`src/rtl/lif_array_pkg.sv`:
```
// Shared definitions for the leaky integrate-and-fire neuron blocks:
// post-spike reset modes and the saturating adder used by every neuron datapath.
package lif_pkg;

  localparam int RST_ZERO = 0;
  localparam int RST_SUB  = 1;

  // Adds two unsigned operands and clamps the result to the largest w-bit value.
  function automatic logic [31:0] sat_add(input logic [31:0] a,
                                          input logic [31:0] b,
                                          input int          w);
    logic [32:0] sum;
    logic [32:0] lim;
    sum = {1'b0, a} + {1'b0, b};
    lim = (33'd1 << w) - 33'd1;
    return (sum > lim) ? 32'(lim) : 32'(sum);
  endfunction

endpackage

```
`src/rtl/lif_array_if.sv`:
```
// Input-beat and spike-event streams of the LIF array, both valid/ready handshakes.
interface lif_array_if #(
  parameter int IDXW = 3,
  parameter int W    = 8
);
  logic            in_valid;
  logic            in_ready;
  logic [IDXW-1:0] in_idx;
  logic [W-1:0]    in_current;
  logic            out_valid;
  logic            out_ready;
  logic [IDXW-1:0] out_idx;

  modport master (
    output in_valid, in_idx, in_current, out_ready,
    input  in_ready, out_valid, out_idx
  );

  modport slave (
    input  in_valid, in_idx, in_current, out_ready,
    output in_ready, out_valid, out_idx
  );
endinterface

```
`src/rtl/lif_update.sv`:
```
// Combinational single-neuron update: leak, integrate with saturation, threshold
// compare, post-spike reset and refractory bookkeeping.
module lif_update
  import lif_pkg::*;
#(
  parameter int W           = 8,
  parameter int RW          = 2,
  parameter int DECAY_SHIFT = 1,
  parameter int REFRAC      = 2,
  parameter int RESET_MODE  = RST_ZERO
) (
  input  logic [W-1:0]  i_state,
  input  logic [RW-1:0] i_refr,
  input  logic [W-1:0]  i_current,
  input  logic [W-1:0]  i_threshold,
  output logic [W-1:0]  o_state,
  output logic [RW-1:0] o_refr,
  output logic          o_spike
);

  logic [W-1:0] w_u;

  assign w_u = W'(sat_add(32'(i_state >> DECAY_SHIFT), 32'(i_current), W));

  // A refractory neuron ignores its current and only counts down.
  always_comb begin
    o_state = i_state;
    o_refr  = i_refr;
    o_spike = 1'b0;
    if (i_refr != '0) begin
      o_refr = i_refr - 1'b1;
    end else if (w_u >= i_threshold) begin
      o_spike = 1'b1;
      o_state = (RESET_MODE == RST_SUB) ? (w_u - i_threshold) : '0;
      o_refr  = RW'(REFRAC);
    end else begin
      o_state = w_u;
    end
  end

endmodule

```
`src/rtl/lif_array.sv`:
```
// Time-multiplexed array of N LIF neurons sharing one lif_update datapath;
// emits spiking neuron indices through a single output register.
module lif_array
  import lif_pkg::*;
#(
  parameter int N           = 8,
  parameter int W           = 8,
  parameter int DECAY_SHIFT = 1,
  parameter int REFRAC      = 2,
  parameter int RESET_MODE  = RST_ZERO,
  parameter int CNT_W       = 16
) (
  input  logic             clk,
  input  logic             rst,
  lif_array_if.slave       bus,
  input  logic [W-1:0]     threshold,
  output logic [CNT_W-1:0] spike_count
);

  localparam int IDXW = (N > 1) ? $clog2(N) : 1;
  localparam int RW   = (REFRAC > 0) ? $clog2(REFRAC + 1) : 1;

  logic [W-1:0]     r_state [N];
  logic [RW-1:0]    r_refr  [N];
  logic             r_out_valid;
  logic [IDXW-1:0]  r_out_idx;
  logic [CNT_W-1:0] r_count;

  logic             w_fire;
  logic             w_idx_ok;
  logic [IDXW-1:0]  w_sel;
  logic [W-1:0]     w_next_state;
  logic [RW-1:0]    w_next_refr;
  logic             w_spike;
  logic             w_spike_ok;

  assign bus.in_ready  = !r_out_valid || bus.out_ready;
  assign bus.out_valid = r_out_valid;
  assign bus.out_idx   = r_out_idx;
  assign spike_count   = r_count;

  assign w_fire     = bus.in_valid && bus.in_ready;
  assign w_idx_ok   = 32'(bus.in_idx) < N;
  assign w_sel      = w_idx_ok ? bus.in_idx : '0;
  assign w_spike_ok = w_spike && w_idx_ok;

  lif_update #(
    .W           (W),
    .RW          (RW),
    .DECAY_SHIFT (DECAY_SHIFT),
    .REFRAC      (REFRAC),
    .RESET_MODE  (RESET_MODE)
  ) u_update (
    .i_state     (r_state[w_sel]),
    .i_refr      (r_refr[w_sel]),
    .i_current   (bus.in_current),
    .i_threshold (threshold),
    .o_state     (w_next_state),
    .o_refr      (w_next_refr),
    .o_spike     (w_spike)
  );

  // Out-of-range indices are consumed but never written back or reported.
  always_ff @(posedge clk) begin
    if (rst) begin
      for (int i = 0; i < N; i++) begin
        r_state[i] <= '0;
        r_refr[i]  <= '0;
      end
      r_out_valid <= 1'b0;
      r_out_idx   <= '0;
      r_count     <= '0;
    end else begin
      if (w_fire && w_idx_ok) begin
        r_state[w_sel] <= w_next_state;
        r_refr[w_sel]  <= w_next_refr;
      end
      if (w_fire) begin
        r_out_valid <= w_spike_ok;
        if (w_spike_ok) begin
          r_out_idx <= bus.in_idx;
        end
      end else if (bus.out_ready) begin
        r_out_valid <= 1'b0;
      end
      if (w_fire && w_spike_ok && (r_count != '1)) begin
        r_count <= r_count + 1'b1;
      end
    end
  end

endmodule

```
`src/flat_wrapper.sv`:
```
// flat-port wrapper written by rule: the top's interface ports become plain ports
module lif_array_flat import lif_pkg::*;
#(
  parameter int N           = 8,
  parameter int W           = 8,
  parameter int DECAY_SHIFT = 1,
  parameter int REFRAC      = 2,
  parameter int RESET_MODE  = RST_ZERO,
  parameter int CNT_W       = 16
)
  (clk, rst, threshold, spike_count, bus_in_valid, bus_in_idx, bus_in_current, bus_out_ready, bus_in_ready, bus_out_valid, bus_out_idx);
  lif_array_if #(.IDXW(3), .W(W)) bus_i ();
  input  logic clk;
  input  logic rst;
  input  logic [W-1:0] threshold;
  output logic [CNT_W-1:0] spike_count;
  input wire logic [$bits(bus_i.in_valid)-1:0] bus_in_valid;
  input wire logic [$bits(bus_i.in_idx)-1:0] bus_in_idx;
  input wire logic [$bits(bus_i.in_current)-1:0] bus_in_current;
  input wire logic [$bits(bus_i.out_ready)-1:0] bus_out_ready;
  output wire logic [$bits(bus_i.in_ready)-1:0] bus_in_ready;
  output wire logic [$bits(bus_i.out_valid)-1:0] bus_out_valid;
  output wire logic [$bits(bus_i.out_idx)-1:0] bus_out_idx;
  assign bus_i.in_valid = bus_in_valid;
  assign bus_i.in_idx = bus_in_idx;
  assign bus_i.in_current = bus_in_current;
  assign bus_i.out_ready = bus_out_ready;
  assign bus_in_ready = bus_i.in_ready;
  assign bus_out_valid = bus_i.out_valid;
  assign bus_out_idx = bus_i.out_idx;
  lif_array #(.N(N), .W(W), .DECAY_SHIFT(DECAY_SHIFT), .REFRAC(REFRAC), .RESET_MODE(RESET_MODE), .CNT_W(CNT_W)) u_core (.clk(clk), .rst(rst), .bus(bus_i), .threshold(threshold), .spike_count(spike_count));
endmodule
```
`config.mk`:
```
export PLATFORM = sky130hd
export DESIGN_NAME = lif_array_flat
export DESIGN_NICKNAME = d
export VERILOG_FILES = /design/src/rtl/lif_array_pkg.sv /design/src/rtl/lif_array_if.sv /design/src/rtl/lif_update.sv /design/src/rtl/lif_array.sv /design/src/flat_wrapper.sv
export SDC_FILE = /design/constraint.sdc
export NUM_CORES = 1
export LEC_CHECK = 0
export ABC_AREA = 1
export BUFFER_PORTS_ARGS = -buffer_cell sky130_fd_sc_hd__buf_4
export CORE_MARGIN = 2
export CORE_UTILIZATION = 39
export DETAILED_ROUTE_END_ITERATION = 10
export REMOVE_ABC_BUFFERS = 1
export SYNTH_ARGS = -nofsm -noshare
export SYNTH_HDL_FRONTEND = slang
export SYNTH_HIERARCHICAL = 1
export SYNTH_SLANG_ARGS = --single-unit
export TNS_END_PERCENT = 50
```
`constraint.sdc`:
```
create_clock -name clk -period 4.8 [get_ports clk]
set_input_delay 1.44 -clock clk [delete_from_list [all_inputs] [get_ports clk]]
set_output_delay 1.44 -clock clk [all_outputs]
set_load 0.005 [all_outputs]
```
Yosys cells after proc, flatten, opt, wreduce, memory -nomap -nowiden
Memory sizes are Yosys's and may differ from the RTL's. Index checks and enable logic that the tools add are counted. W data, S select, Z words.

Bits in registers: 20. Bits in writable memories: 80. Bits of input ports: 23. Logic and storage cells: 41. Memories: 2.

Memory list: u_core.r_state (words 8, bits a word 8, rd ports 1, clocked after Yosys merged registers in 0, write ports 8, RTL line lif_array.sv:23) `logic [W-1:0] r_state [N];`; u_core.r_refr (words 8, bits a word 2, rd ports 1, clocked after Yosys merged registers in 0, write ports 8, RTL line lif_array.sv:24) `logic [RW-1:0] r_refr [N];`.

Add/sub/neg operators: 3. Order comparisons: 2. Equal/unequal tests: 1. Multiplexer cells: 20. Reductions and logical operators: 10.

Operator list (count): $mux W8 (4); $add A16 B1 Y16 const B (1); $ne A16 B16 Y1 const B (1); $mux W1 (11); $add A7 B8 Y9 (1); $gt A9 B8 Y1 const B (1); $ge A8 B8 Y1 (1); $reduce_or A8 Y1 (1); $mux W2 (3); $mux W3 (2); $reduce_bool A2 Y1 (2); $logic_and A1 B1 Y1 (3); $reduce_and A2 Y1 (1); $reduce_or A2 Y1 (1); $sub A2 B1 Y2 const B (1); $logic_not A1 Y1 (1); $logic_or A1 B1 Y1 (1).

Depth between registers and ports, before layout
An unclocked memory read counts as a cell.

Depth in word-level cells: 9. Gate-level depth with buffers: 34. Mapped depth without buffers: 31.

Modules after synthesis
The synthesis kept the hierarchy.

By module, submodules not included: lif_array (times used 1, cells an instance 510, area an instance 4636.9 sq um); lif_update (times used 1, cells an instance 148, area an instance 895.9 sq um).

Least setup slack after synthesis
Ideal clock, no wire load.

Path type: input -> register. Start: input bus_in_idx[0]. End: register u_core.r_count[14] (netlist: u_core/spike_count[14]). Library setup time: 115 ps. Arrival: 4773 ps. Data required time: 4685 ps. Path slack: -88 ps. Stages on the path: 32. Buffers on the path: 3. Path through: inv_2 -> nand3_1 -> inv_1 -> buf_2 -> nand2_1 -> nand2_1 -> nor2_1 -> nand4_1 -> ha_1 -> fa_1 -> nand2_2 -> nand2_4 -> nand2_4 -> and2_4 -> buf_12 -> nand2_4 -> ha_1 -> nand2_1 -> inv_1 -> nand3_1 -> nor3_2 -> nand3b_1 -> nand2_1 -> inv_1 -> nand3_4 -> inv_2 -> buf_6 -> nand2_1 -> nor2_2 -> nand3_2 -> nand2_1 -> nor2_1.

Cells in the longest elaborated chain, start to end: 9.

Ends and longest elaborated chain: from (decl) (RTL line flat_wrapper.sv:18) `input wire logic [$bits(bus_i.in_idx)-1:0] bus_in_idx;`; $mem_v2 Z8 W8; $add A7 B8 Y9 (RTL line lif_array_pkg.sv:14) `sum = {1'b0, a} + {1'b0, b};`; $gt A9 B8 Y1 (RTL line lif_array_pkg.sv:16) `return (sum > lim) ? 32'(lim) : 32'(sum);`; $mux W8 (RTL line lif_array_pkg.sv:16); $ge A8 B8 Y1 (RTL line lif_update.sv:32) `end else if (w_u >= i_threshold) begin`; $mux W1 (RTL line lif_update.sv:32); $mux W1 (*) (RTL line lif_update.sv:30) `if (i_refr != '0) begin`; named net u_core.w_spike (RTL line lif_array.sv:34) `logic w_spike;`; $logic_and A1 B1 Y1 (*) (2 in a row) (RTL line lif_array.sv:86) `if (w_fire && w_spike_ok && (r_count != '1)) begin`; to (signal assigned) (RTL line lif_array.sv:87) `r_count <= r_count + 1'b1;`; to (decl) (RTL line lif_array.sv:27) `logic [CNT_W-1:0] r_count;`.

The timed path passes the listed nets; every way through them passes the cells marked *. A chain may end at the register's enable or synchronous reset.

Worst setup path in the final report
Start: input bus_in_idx[2]. End: register u_core.r_count[13] (netlist: u_core/spike_count[13]).

Same word-level chain as after synthesis.

==> impl_metrics.ini <==
[clock_tree]
cts_sinks = 92
cts_hold_buf = 0
numCtsBuffers = 9
cts_tree = built
cts.root.buffer_cell = clkbuf_16
insertion_delay_ns = 0.34
clkTransAtPathRegs_ns = 0.06
clockBufferDepth = 2
htree_num_levels = 3

[drt]
wl_per_cell_um = 15.7
vias = 4561
drtIter0Drc = 294
drc = 0
vias_per_cell = 4.98
first_pass_iters = 4
finalWirelength_um = 14300
ant_nets = 0

[worst_setup_path]
cp_max_fo = 6
r2r_start = u_core/r_state[4][1]$_SDFFCE_PN0P_
crit_arrival_ns = 4.92
critPathCapture = u_core/spike_count[13]$_SDFFE_PP0P_
critPathLaunch = bus_in_idx[2]
criticalPathCategory = in -> reg
worst_r2r_endpoint = u_core/spike_count[13]$_SDFFE_PP0P_
start_kind = primary input
reg2reg_slack_ns = 1.22
reg2regPathDepth = 24
cp-end-kind = flip-flop
worstPathRequired_ns = 5.03

[finish]
n_antenna_cell = 0
finalNonFillerCells = 916
syn_to_final_growth_pct = 34.3
fillers = 1215
nets = 775
drive_above_1_share = 0.312
register_area_um2 = 2560
multi_input_area_um2 = 2520

[grt]
overflow = 0
grt_util_all_layers = 0.198
grt_pass1_wl_um = 21900
antenna_found_initial = 0
grt_max_degree = 26
grt_pass1_vias = 4373

[die]
start_util = 0.396
rows = 42
io_pins = 44
die_h_um = 119
dieArea_um2 = 14300
die_w_um = 119
core_um2 = 13100

[synth]
avgSynthCellArea_um2 = 8.29
ys_warn_count = 6
synth_area_um2 = 5200
synth_cells = 627

[run]
max_cap_violations = 0

[power]
p_switching_uw = 663
combPwrFrac = 0.270
vdd_drop_max_uv = 225
internal_power_mw = 1.70
swShare = 0.281
power_mw = 2.36
pwr-share-seq = 0.385
power_density_nw_per_um2 = 338
pwr-share-clk = 0.345
leakagePower_nw = 3.05

[timing]
fin_ws_ns = 0.115
rsz0062_at_grt = true
worst_slew_pin_slew_ns = 0.869
timing.slew.headroom = 0.420
fin_skew_ns = 0.00472
period_minus_slack_ns = 4.69
finalSetupViolCount = 0
fmax_mhz = 213
finalSetupTns_ns = 0
fin_crit_sh = 0.976
hold_viol = 0
finalMaxSlewViolations = 0

[placed_design]
dp_hpwl_um = 10100
routabilityCongestion = 0.895
place_worst_setup_slack_ns = -0.494
portBuffers = 43
dp.cells = 881

[outcome]
status = completed

[worst_hold_path]
min_from = u_core/spike_count[15]$_SDFFE_PP0P_
hp-class = reg -> reg
-- worst min path at each step --
| stage | cells after the start | end | slack (ns) |
|---|---|---|---|
| 2_1_floorplan | 2 | u_core/spike_count[10]$_SDFFE_PP0P_ | 0.51 |
| 3_3_place_gp | 3 | u_core/spike_count[15]$_SDFFE_PP0P_ | 0.52 |
| 3_5_place_dp | 3 | u_core/spike_count[15]$_SDFFE_PP0P_ | 0.54 |
| 4_1_cts | 3 | u_core/spike_count[15]$_SDFFE_PP0P_ | 0.55 |
| 5_1_grt | 2 | u_core/spike_count[10]$_SDFFE_PP0P_ | 0.59 |
| 6_report | 3 | u_core/spike_count[15]$_SDFFE_PP0P_ | 0.55 |
-- flip-flops by register name, summed over array words and instances (netlist names) --
name and cells:
u_core/r_state 56, u_core/bus.out_idx 3, u_core/r_refr 16, u_core/spike_count 16, u_core/bus.out_valid 1
-- cells in the final DEF, fill, tap and decap left out, types with 9 or more instances in the layout --
cell and count:
a21oi_1 18, buf_12 9, buf_4 96, clkbuf_16 9, dfxtp_1 20, edfxtp_1 72
ha_4 9, inv_1 59, inv_2 10, nand2_1 169, nand2_2 17, nand2_4 10
nand3_1 20, nand3_2 12, nand4_1 14, nor2_1 106, nor2_4 10
-- layout make-up --
cell class / instances / share of cell area
clock buffers: 9 / 0.0323
clock inverters: 7 / 0.0176
inverters: 78 / 0.0459
multi-input cells: 440 / 0.361
flip-flops and latches: 92 / 0.367
well taps: 176 / 0.0315
repair buffers: 114 / 0.145
-- critical path, stage by stage --
cell and delay, ns:
buf_12 0.12, nand3_4 0.08, clkinvlp_4 0.11, buf_12 0.15, buf_6 0.12, nand2_4 0.05
o2111ai_2 0.09, or2_4 0.30, fa_2 0.39, buf_4 0.15, xnor2_1 0.16, nand3_1 0.14
ha_1 0.30, nand2_1 0.05, inv_2 0.06, nand3_2 0.07, nor3_2 0.18, nand3b_1 0.15
nand2_2 0.08, inv_2 0.07, nand3_4 0.14, inv_6 0.13, nand2_2 0.08, nor2_4 0.11
nand3_1 0.07, nand2_1 0.07, nor2_1 0.05
-- power groups by stage --
stage	Combinational [mW]	Sequential (mW)	Clock, mW
after floorplan	0.264	0.921	0
after global placement	0.548	0.925	0
after detailed placement	0.554	0.926	0
after CTS	0.569	0.909	0.827
after global routing	0.688	0.913	0.858
final	0.637	0.909	0.816
-- routing by layer --
layer  GRT usage  vias to the layer above  wire length (um)
met5           0                        -                 0
met4      0.0551                        0               178
met3      0.0340                       16               773
met2       0.320                      157              7000
met1       0.274                     2149              6390
li1            -                     2239                 -
-- what timing repair did --
action | in CTS | in global routing
setup buffers | 5 | 14
gates cloned | 0 | 0
pin swaps | 4 | 43
hold endpoints to repair | 0 | 0
endpoints found under the setup margin | 48 | 84
resized for setup | 11 | 74
-- metrics by stage --
| stage | instance area [um^2] | util | hold WS [ns] |
|---|---|---|---|
| floorplan | 5070 | - | 0.513 |
| global placement | 6090 | 0.464 | 0.525 |
| detailed placement | 6090 | 0.464 | 0.538 |
| CTS | 6530 | 0.497 | 0.554 |
| global route | 6980 | 0.531 | 0.591 |
| finish | 6980 | 0.531 | 0.547 |
(Power assumes the default switching activity.)
